<file path="config.mk">
export PLATFORM = sky130hd
export DESIGN_NAME = memory_access_arbiter
export DESIGN_NICKNAME = d
export VERILOG_FILES = /design/src/rtl/memory_access_arbiter.sv
export SDC_FILE = /design/constraint.sdc
export NUM_CORES = 1
export LEC_CHECK = 0
export CORE_ASPECT_RATIO = 0.9
export CORE_UTILIZATION = 35
export DETAILED_ROUTE_END_ITERATION = 7
export PLACE_DENSITY = 0.78
export SYNTH_ARGS = -nofsm -noshare
export SYNTH_HDL_FRONTEND = slang
export SYNTH_SLANG_ARGS = --single-unit
</file>
<file path="constraint.sdc">
create_clock -name clk -period 5.3 [get_ports clk]
set_clock_uncertainty 0.15 [all_clocks]
set_input_delay 1.325 -clock clk [delete_from_list [all_inputs] [get_ports clk]]
set_output_delay 1.325 -clock clk [all_outputs]
set_load 0.05 [all_outputs]
</file>
<file path="src/rtl/memory_access_arbiter.sv">
// memory_access_arbiter: lets a serial command processor borrow the CPU's
// memory port. The CPU is paused (clock-enable inhibited), the bus is given a
// settling window, one word access is performed on the external path, and an
// ack is returned. A cooldown guarantees the CPU a minimum unpaused run time
// between consecutive external accesses.

package MemoryModesPackage;
  typedef enum logic [2:0] {
    ReadWriteMode_NONE = 3'd0,
    ReadWriteMode_BYTE = 3'd1,
    ReadWriteMode_HALF = 3'd2,
    ReadWriteMode_WORD = 3'd3
  } ReadWriteMode;
endpackage

module memory_access_arbiter
  import MemoryModesPackage::*;
#(
  parameter int SETTLE_CYCLES  = 2,
  parameter int MIN_RUN_CYCLES = 4
) (
  input  logic        clk,
  input  logic        rst,
  input  logic        ext_req,
  input  logic        ext_write,
  input  logic [31:0] ext_address,
  input  logic [31:0] ext_data_in,
  output logic [31:0] ext_data_out,
  output logic        ext_ack,
  input  logic        cpu_busy,
  output logic        pause,
  output logic        mem_external,
  output logic [31:0] mem_address,
  output logic [31:0] mem_data,
  output logic [2:0]  mem_read_mode,
  output logic [2:0]  mem_write_mode,
  input  logic [31:0] mem_data_in
);

  // The settle counter counts down to zero; the last PAUSING cycle is the one
  // where it reads zero, so SETTLE_CYCLES of 0 and 1 both give one cycle.
  localparam logic [7:0] settleLoad   = (SETTLE_CYCLES > 1) ? 8'(SETTLE_CYCLES - 1) : 8'd0;
  localparam logic [7:0] cooldownLoad = 8'(MIN_RUN_CYCLES);

  typedef enum logic [2:0] {
    IDLE,
    PAUSING,
    ACCESS,
    CAPTURE,
    ACK
  } ArbState;

  ArbState    state;
  logic [7:0] settleCount;
  logic [7:0] cooldownCount;
  logic       latchedWrite;

  // Arbitration FSM; every output is produced as a register alongside the state.
  always_ff @(posedge clk or posedge rst) begin
    if (rst) begin
      // NOTE: every registered output is cleared by the async reset so an
      // access in flight is dropped at once, including any write strobe.
      state          <= IDLE;
      settleCount    <= 8'd0;
      cooldownCount  <= 8'd0;
      latchedWrite   <= 1'b0;
      pause          <= 1'b0;
      mem_external   <= 1'b0;
      ext_ack        <= 1'b0;
      mem_address    <= 32'd0;
      mem_data       <= 32'd0;
      ext_data_out   <= 32'd0;
      mem_read_mode  <= ReadWriteMode_NONE;
      mem_write_mode <= ReadWriteMode_NONE;
    end else begin
      // NOTE: non-blocking assignments throughout, so every branch reads the
      // pre-edge values and the default below is simply overridden where needed.
      ext_ack <= 1'b0;

      case (state)
        IDLE: begin
          pause          <= 1'b0;
          mem_external   <= 1'b0;
          mem_read_mode  <= ReadWriteMode_NONE;
          mem_write_mode <= ReadWriteMode_NONE;
          if (cooldownCount != 8'd0) begin
            cooldownCount <= cooldownCount - 8'd1;
          end else if (ext_req && !cpu_busy) begin
            state        <= PAUSING;
            pause        <= 1'b1;
            latchedWrite <= ext_write;
            mem_address  <= ext_address;
            mem_data     <= ext_data_in;
            settleCount  <= settleLoad;
          end
        end

        PAUSING: begin
          if (!ext_req) begin
            // Requester withdrew before the bus was taken: release the CPU.
            state         <= IDLE;
            pause         <= 1'b0;
            cooldownCount <= cooldownLoad;
          end else if (settleCount == 8'd0) begin
            state        <= ACCESS;
            mem_external <= 1'b1;
            if (latchedWrite) begin
              mem_write_mode <= ReadWriteMode_WORD;
            end else begin
              mem_read_mode <= ReadWriteMode_WORD;
            end
          end else begin
            settleCount <= settleCount - 8'd1;
          end
        end

        ACCESS: begin
          // Committed: ext_req is no longer consulted until the access acks.
          mem_write_mode <= ReadWriteMode_NONE;
          if (latchedWrite) begin
            state         <= ACK;
            mem_external  <= 1'b0;
            mem_read_mode <= ReadWriteMode_NONE;
            ext_ack       <= 1'b1;
          end else begin
            state <= CAPTURE;
          end
        end

        CAPTURE: begin
          // Memory read data is valid during this cycle.
          ext_data_out  <= mem_data_in;
          state         <= ACK;
          mem_external  <= 1'b0;
          mem_read_mode <= ReadWriteMode_NONE;
          ext_ack       <= 1'b1;
        end

        ACK: begin
          state         <= IDLE;
          pause         <= 1'b0;
          cooldownCount <= cooldownLoad;
        end

        default: begin
          state          <= IDLE;
          pause          <= 1'b0;
          mem_external   <= 1'b0;
          mem_read_mode  <= ReadWriteMode_NONE;
          mem_write_mode <= ReadWriteMode_NONE;
        end
      endcase
    end
  end

endmodule

</file>
Word-level counts from Yosys, hierarchy flattened --
Index checks and enable logic that the tools add are counted.
Operators by class: add/subtract/negate cells 2, eq/ne operators 15, multiplexer cells 33, bitwise gates (word level) 4, reductions and logical operators 17
Operators by type and width (count):
- two-way mux 8 bit | 6
- two-way mux 3 bit | 12
- one-hot mux 8 bit (3 select lines) | 1
- inequality test 2 bit (second input constant) | 10
- one-hot mux 8 bit (2 select lines) | 1
- subtractor 8 x 1 -> 8 bit (second input constant) | 2
- one-hot mux 3 bit (4 select lines) | 1
- AND reduction 5 bit | 2
- one-hot mux 3 bit (3 select lines) | 1
- AND reduction 3 bit | 3
- zero test 8 bit | 1
- AND reduction 4 bit | 2
- nonzero test 8 bit | 1
- two-way mux 1 bit | 7
- equality test 3 x 2 -> 1 bit (second input constant) | 2
- one-hot mux 1 bit (3 select lines) | 2
- one-hot mux 3 bit (2 select lines) | 1
- NOT 1 bit | 4
- OR reduction 2 bit | 2
- equality test 3 x 1 -> 1 bit (second input constant) | 1
- equality test 3 bit (second input constant) | 1
- zero test 3 bit | 1
- inequality test 3 bit (second input constant) | 1
- nonzero test 3 bit | 1
- other kinds (5) | 5
Storage, ports and cells: flip-flop bits (word level) 125, input port bits 101, output and inout bits 105, logic and storage cells 83

Depth between registers and ports, before layout --
Gate-level depths: netlist of the first run.
depth in word-level cells 5, depth in mapped cells 9, mapped depth without buffers 6

Worst setup path before layout of the first run --
OpenSTA, ideal clock, no wires.
path type input-to-reg, start input port cpu_busy, end register mem_address[16], setup time 119 ps, data arrival time 2782 ps, path slack 2249 ps, stages 7, cell sequence or4bb_1 -> or4_4 -> buf_6 -> buf_6 -> buf_6 -> nand2_1 -> nand2_1
Between the ends: cells in the longest elaborated chain, start to end 3
Ends and longest elaborated chain:
- start, declared | RTL line 30 | input logic cpu_busy,
- zero test 1 bit | RTL line 88 | end else if (ext_req && !cpu_busy) begin
- logical AND 1 bit | RTL line 88
- AND reduction 3 bit (no line)
- end signal, assigned | RTL line 92 | mem_address <= ext_address;
- end, declared | RTL line 33 | output logic [31:0] mem_address,
Every way passes these cells. A chain may end at the register's enable or synchronous reset.

Worst setup path after layout of the first run --
start input port ext_req, end register settleCount[3]
Between the ends: cells in the longest elaborated chain, start to end 3
Ends and longest elaborated chain:
- start, declared | RTL line 24 | input logic ext_req,
- logical AND 1 bit | RTL line 88
- inequality test 2 bit (no line)
- AND reduction 5 bit (no line) *
- end signal, assigned | RTL line 94 | settleCount <= settleLoad;
- end signal, assigned | RTL line 113 | settleCount <= settleCount - 8'd1;
- end, declared | RTL line 54 | logic [7:0] settleCount;
Mark *: on every way between the ends. The rest lies on a longest branch, timed or not.

==> out/summary.md, run 1 <==
The share of the yosys chip area belonging to registers is 0.592, and the number of standard cells in the layout, taps in and fillers out is 909. VDD sags by at most 0.452 mV. Timing would allow up to 272 MHz. The number of hold buffers added after CTS was 0. The fraction of the cycle the final worst path needs was 0.694; the layout-stage area growth over the synthesis result was 54.4%.

The most used standard cell by instance count after synthesis is nand2_1. After legalization and detailed placement, the total HPWL measured 9230 um. After synthesis, the cell types taking the most area are dfrtp_1 59%, nand2_1 15%, mux2_2 7.7%. The worst setup path is launched from an input port. The CTS buffer count is 17, and the fraction of power consumed by sequential logic is 0.288.

The first-pass GRT wire length was 21000 um. The worst endpoint required time was 5.45 ns. The mean post-synth cell area came out at 10.1 um^2. Setup slack on the worst reg-to-reg path comes out at 2.51 ns. The run gives 5 as the detailed-router iteration count before antenna repair. The average vias per placed instance works out to 4.73.

Initial core utilization: 0.361. The kind of cell with the highest combined delay along the critical path is buffers and inverters. At the worst endpoint, the arrival time is 3.82 ns. The signal on the critical path passes through clkdlybuf4s50_1 -> or4bb_1 -> nor4_4 -> buf_4 -> o21ai_0 -> a22o_1. Dividing the detail-routed wire length by the instance count gives 14.5 um. The diode insertion count for antenna repair was 0; the total global routing overflow was 0. For the number of different library cells in the post-synthesis netlist, the log shows 50. The most instantiated flip-flop cell in the synthesis netlist was dfrtp_1. The share of post-route cells with drive strength above 1 was 0.106; the share of the synthesized area in the top cell type was 0.592. Total power for the finished layout comes to 5.46 mW. 206 I/O pins were placed. The quantity of I/O buffers inserted on ports was 203; the initial detailed-routing violation count was 191.

The final max-slew violation count came out at 0. In the routed design, unresolved DRC markers number 0. The fraction of synthesis flops using an asynchronous set or reset pin is 1.00.

The critical path's largest stage delay was 0.71 ns. The H-tree was split into 4 levels. Count of cells along the worst hold path: 2. The tools report the end point of the worst hold path as mem_data[3]. The final-layout setup total negative slack was 0 ns; the combinational power share was 0.494. In this run the most critical hold path is launched from mem_data[3]. Once detail routing completed, the nets flagged for antenna violations numbered 0.

The source of the worst register-to-register timing path was cooldownCount[0]. Setup violations remaining at the end of the flow were counted as 0. The cell area after placement was 7270 um^2. TritonCTS built the clock tree. The tools report the number of max-cap violations as 0. The leakage power is 3.63 nW, and the total power per unit cell area is 692 nW/um^2.

Hold is met by 0.312 ns. The path class of the lowest-slack min-delay path was flip-flop to flip-flop. The worst setup path is captured at a flip-flop. Measured along the x axis, the die boundary spans 129 um. The tools report the post-cts sizing count as 0. The floorplan has 41 rows. The library cell contributing the largest single delay on the critical path is clkdlybuf4s50_1. Together, buffers and inverters on the worst path number 2. Total number of yosys warnings: 0. The tools report the origin of the worst setup path as ext_req.

The final estimated routing congestion in global placement is 0.740, and the number of enable-type register cells in the synthesized netlist is 0. The tools report the worst setup margin as 1.62 ns. The critical path is of the input port to flip-flop type. For the total routing resource utilization after global routing, the log shows 0.184. Clock tree synthesis found a total of 121 sinks. Measured along the y axis, the die boundary spans 117 um.

The remaining max-slew budget at the tightest pin came out at 0.463. The count of state elements after synthesis was 121. Counting cells, the worst reg-to-reg path comes to 7.

The final hold violation count came out at 0. With fillers left out, the area of the finished cells amounts to 7890 um^2. In this run the cell area of the synthesized design comes to 5110 um^2. In this run the clock root is driven by a clkbuf_16.

The flow ran to the end, and the final reports show no timing, DRC or antenna violations. The floorplan step defined a die boundary enclosing 15100 um^2. Core footprint: 14200 um^2.

Capturing point of the worst reg2reg path: settleCount[3]. The placed instance count was 877. The tools report the routed wire length as 13200 um. At the pin with the least slew margin, the transition time is 0.805 ns. Timing analysis after detailed placement gives a worst setup slack of 1.13 ns. The clock-pin slew on the worst setup and hold paths was 0.05 ns. Setup repair after global routing left no endpoint under its margin. Highest fanout seen on the critical path: 71. In this run the power spent charging and discharging nets is 2.40 mW. The cell taking the most area after synthesis is dfrtp_1. Post-CTS timing repair inserted 0 buffers for setup. The commonest cells after synthesis are 204 x nand2_1, 121 x dfrtp_1, 35 x mux2_2, 12 x inv_1, 10 x nor2_1. The share of total power consumed by net switching came out at 0.439. The logs give 0.557 for the final standard cell utilization of the core and 4300 for the total vias in the final route. Internal power comes to 3.07 mW.

At the end of the flow, the number of nets in the layout was 808. The number of cells produced by synthesis was 504; the number of antenna violations at the first check in global routing was 0. Clock network power share: 0.218. Entering global routing, the biggest net connects 72 pins.

Clock insertion delay at the later pin of the skew report: 0.41 ns. The clock passes through at most 2 buffers. The worst path needs 3.68 ns of the cycle, external delays included.

The tools report the via count of the first global-routing pass as 4312.
cell families after synthesis:
group / synth area share
other cells: 0.000734
compound gates: 0.0585
simple gates: 0.216
mux: 0.0810
flops: 0.592
xor+xnor: 0.00171
fa+ha+maj: 0.00979
buf+inv: 0.0404
layout make-up:
class	instances	area [um^2]
sequential	121	3030
inverter	12	47.5
fill	1220	6270
tap	193	241
timing repair buffer	207	2070
clock inverter	7	113
clock buffer	25	505
multi-input combinational	344	1880
power groups by stage:
stage                     registers, mW  clock network (mW)  logic (mW)
after CTS                          1.57                1.22        2.71
after global placement             1.56                   0        2.65
after detailed placement           1.58                   0        2.70
final                              1.57                1.19        2.70
after floorplan                    2.65                   0       0.709
after global routing               1.63                1.26        2.86
routing by layer:
| layer | GRT usage | part of all wire |
|---|---|---|
| met1 | 0.211 | 0.41 |
| met3 | 0.0559 | 0.076 |
| met2 | 0.315 | 0.50 |
| met4 | 0.0886 | 0.018 |
| met5 | 0 | 0 |
worst reg2reg max path, delay by kind of cell, from the launching register on:
family	cells	cell delay (ns)
compound gates	2	0.50
fa+ha+maj	1	0.19
flops	1	0.39
buf+inv	2	0.71
simple gates	2	0.73
how the worst max path moves through the flow:
| stage | to | slack, ns | cells past startpoint |
|---|---|---|---|
| after CTS | settleCount[3] | 1.60 | 6 |
| after detailed placement | settleCount[3] | 1.13 | 6 |
| after floorplan | cooldownCount[0] | 0.61 | 1 |
| final | settleCount[3] | 1.62 | 6 |
| after global routing | settleCount[3] | 1.38 | 6 |
| after global placement | settleCount[7] | 1.22 | 6 |
state kept, by name, summed over array words and instances, names as in the netlist:
signal / flops
mem_data: 32
ext_data_out: 32
mem_address: 32
pause: 1
settleCount: 8
mem_external: 1
cooldownCount: 8
ext_ack: 1
mem_write_mode: 1
state: 3
latchedWrite: 1
mem_read_mode: 1
cell usage in the layout, fill, tap and decap left out, types with 2 or more instances in the layout:
master             n
or4_4              2
bufinv_16          3
o21ai_0            6
a32o_1             2
nor4_1             2
buf_4              3
ha_1               4
a31oi_1            3
nor2b_1            2
o21a_1             3
or3_1              5
clkbuf_16         17
o21ai_1            2
mux2_2            35
nor3_1             5
dfrtp_1          121
mux2i_1            2
nor3b_1            6
or4b_2             2
o211ai_1           4
clkbuf_8           5
a21oi_1            8
o22ai_1            4
clkdlybuf4s50_1  203
nand3_1            8
nor2_1            10
clkinv_2           3
inv_1             11
clkbuf_1           3
conb_1             2
nand2_1          204
a22o_1             3
(Power assumes the default switching activity.)
==> inputs of run 2 (changes only) <==
Settings changed: PLACE_DENSITY 0.78 to 0.81.
Clock period 5.3 ns to 3.1 ns, I/O delays scaled along.
==> out/summary.md, run 2 (synthesis gave the netlist of run 1 again) <==
The share of post-route cells with drive strength above 1 was 0.117. The average vias per placed instance was 4.69. Dividing total power by cell area gives a power density of 1170 nW/um^2. The final hold violation count was 0.

The fraction of the cycle the final worst path needs is 0.824, and the layout-stage area growth over the synthesis result is 56.3%. The cell family contributing the most delay on the critical path is buffers and inverters. The final-layout setup total negative slack was 0 ns; the routed wire length was 12800 um.

The logs give 990 um for the detailed route wirelength on metal3 and 4 for the detailed-router iteration count before antenna repair. Hold repair after CTS inserted 0 buffers. The total overflow left after global routing is 0. The internal power of the cells came out at 5.25 mW.

The run finished with clean final reports. Site row count: 41. The run gives 0.361 as the initial core utilization. The critical path goes through clkdlybuf4s50_1. The first routing iteration left 242 violations. The end point of the worst hold path was mem_data[21]. The tools report the placed instance count as 885. The worst setup margin is 0.547 ns, and the remaining max-slew budget at the tightest pin is 0.500. The tools report the final layout net count as 816.

After detailed routing, the average wire length per cell comes to 14.0 um. The share of total power consumed by net switching came out at 0.439. The number of antenna violations at the first check in global routing was 0.

The clock network power share came out at 0.221. Clock period minus final worst setup slack: 2.55 ns. The die covers 15100 um^2. The uppermost layer routed was met4.

In this run the tool buffered the top-level ports with 203 buffer cells. The CTS buffer count came out at 17. Final max-slew violation count: 0.

For this run, the slowest stage of the critical path takes 0.82 ns. The CTS root buffer is clkbuf_16. The largest registers in the layout are ext_data_out: 32 flops, mem_address: 32 flops, mem_data: 32 flops. Across the run, the number of max-cap violations was 0. For the worst flop-to-flop path, the logic depth is 6. The capturing point of the worst reg2reg path is mem_read_mode[0]. Gates resized during post-CTS repair numbered 0. The library cells used most frequently in the layout, excluding fill and tap cells, are 204 x nand2_1, 203 x clkdlybuf4s50_1, 121 x dfrtp_1, 35 x mux2_2, 17 x clkbuf_16.

The tools report the via count of the first global-routing pass as 4150. The die extent in y works out to 117 um. The buffer and inverter count on the worst path was 1; the maximum number of pins on one net before global-route repair was 55. The category of the worst setup path capture point was an output port. STA puts the critical path data required time at 2.17 ns. Library cell contributing the largest single delay on the critical path: clkdlybuf4s50_1. STA classifies the critical path startpoint as a flip-flop. For the number of top-level pins, the log shows 206.

In this run the worst hold path is classified as flip-flop to flip-flop. Setup repair after global routing left no endpoint under its margin. Diode insertion count for antenna repair: 0. The count of cells along the worst hold path is 2, and the leakage power is 3.68 nW. The arrival time of data at the critical path endpoint is 1.63 ns, and the first-pass GRT wire length is 20200 um. The worst-case IR drop observed on VDD is 0.842 mV. The run gives 0.60 ns as the setup slack on the worst flop-to-flop path.

The highest fanout seen on the critical path is 3, and the post-detailed-route count of antenna-violating nets is 0. The total routing resource utilization after global routing is 0.174. The combinational power share is 0.493. Before CTS, the worst setup slack after placement is 0.184 ns.

The category of the critical setup timing path was flip-flop to output port. Derived from the worst setup path, the maximum achievable clock frequency is 392 MHz. Setup violations remaining at the end of the flow were counted as 0.

Summed over all nets, the switching power comes to 4.10 mW. For the pin with the worst max-slew slack, the measured transition is 0.748 ns. The most critical setup path has its startpoint at mem_write_mode[0]. Once the clock tree was built, the setup fixing pass inserted 0 buffers.

Summing over every cut layer, the via total after detailed routing is 4298. In this run the most critical hold path is launched from mem_data[21]. After detailed routing, the number of remaining DRC violations is 0. The commonest non-fill, non-tap cell in the layout is nand2_1. The largest buffer count on any clock path was 2. The startpoint identified for the worst register-to-register timing path is settleCount[0].

TritonCTS built the clock tree. The finished layout holds 917 standard cells, fillers aside. From left edge to right edge, the die measures 129 um. Clock tree synthesis found a total of 121 sinks. Clock-pin slew was measured on the worst setup and hold paths at 0.06 ns.

For the CTS H-tree depth, the log shows 4. Clock latency on the worst-skew pair, taken at its later pin, is 0.41 ns. The sum of routed wire segments on met1 came out at 5550 um. The tools report the core footprint as 14200 um^2. The fraction of power consumed by sequential logic was 0.286. After detailed routing, the met2 layer carries 6110 um of wire. The wire-length estimate of the detail-placed layout is 9110 um. For the final estimated routing congestion in global placement, the log shows 0.845. The worst hold margin is 0.309 ns.
run 2: power groups by stage:
stage	combinational, mW	sequential [mW]	clock [mW]
floorplan	1.21	4.52	0
global placement	4.56	2.67	0
detailed placement	4.62	2.69	0
CTS	4.64	2.67	2.12
global route	4.89	2.77	2.18
finish	4.61	2.68	2.07
run 2: how the worst max path moves through the flow:
stage / endpoint / slack (ns) / cells after the start
6_report: mem_write_mode[0] / 0.55 / 1
5_1_grt: mem_read_mode[0] / 0.42 / 6
4_1_cts: mem_read_mode[0] / 0.53 / 1
3_5_place_dp: mem_address[3] / 0.18 / 6
3_3_place_gp: mem_data[26] / 0.23 / 6
2_1_floorplan: mem_address[16] / 0.60 / 7
run 2: cell type report:
type	instances	area, um^2
fillers	1219	6170
flip-flops and latches	121	3030
repair buffers	215	2170
multi-input cells	344	1880
clock buffers	20	447
well taps	193	241
clock inverters	12	174
inverters	12	48.8
run 2: worst min-delay path, cell delays in order, from the launching register on:
cell and delay, ns:
dfrtp_1 0.33, nand2_1 0.05, nand2_1 0.05
run 2: routing by layer:
metal	track usage	vias up
li1	-	2076
met1	0.221	2060
met2	0.268	144
met3	0.0632	18
met4	0.0745	0
met5	0	-
run 2: per-stage QoR:
stage,instance area (um^2),utilization,total power [mW]
floorplan,5120,-,5.74
global placement,7370,0.521,7.23
detailed placement,7370,0.521,7.31
CTS,7990,0.565,9.43
global route,7990,0.565,9.85
finish,7990,0.565,9.36
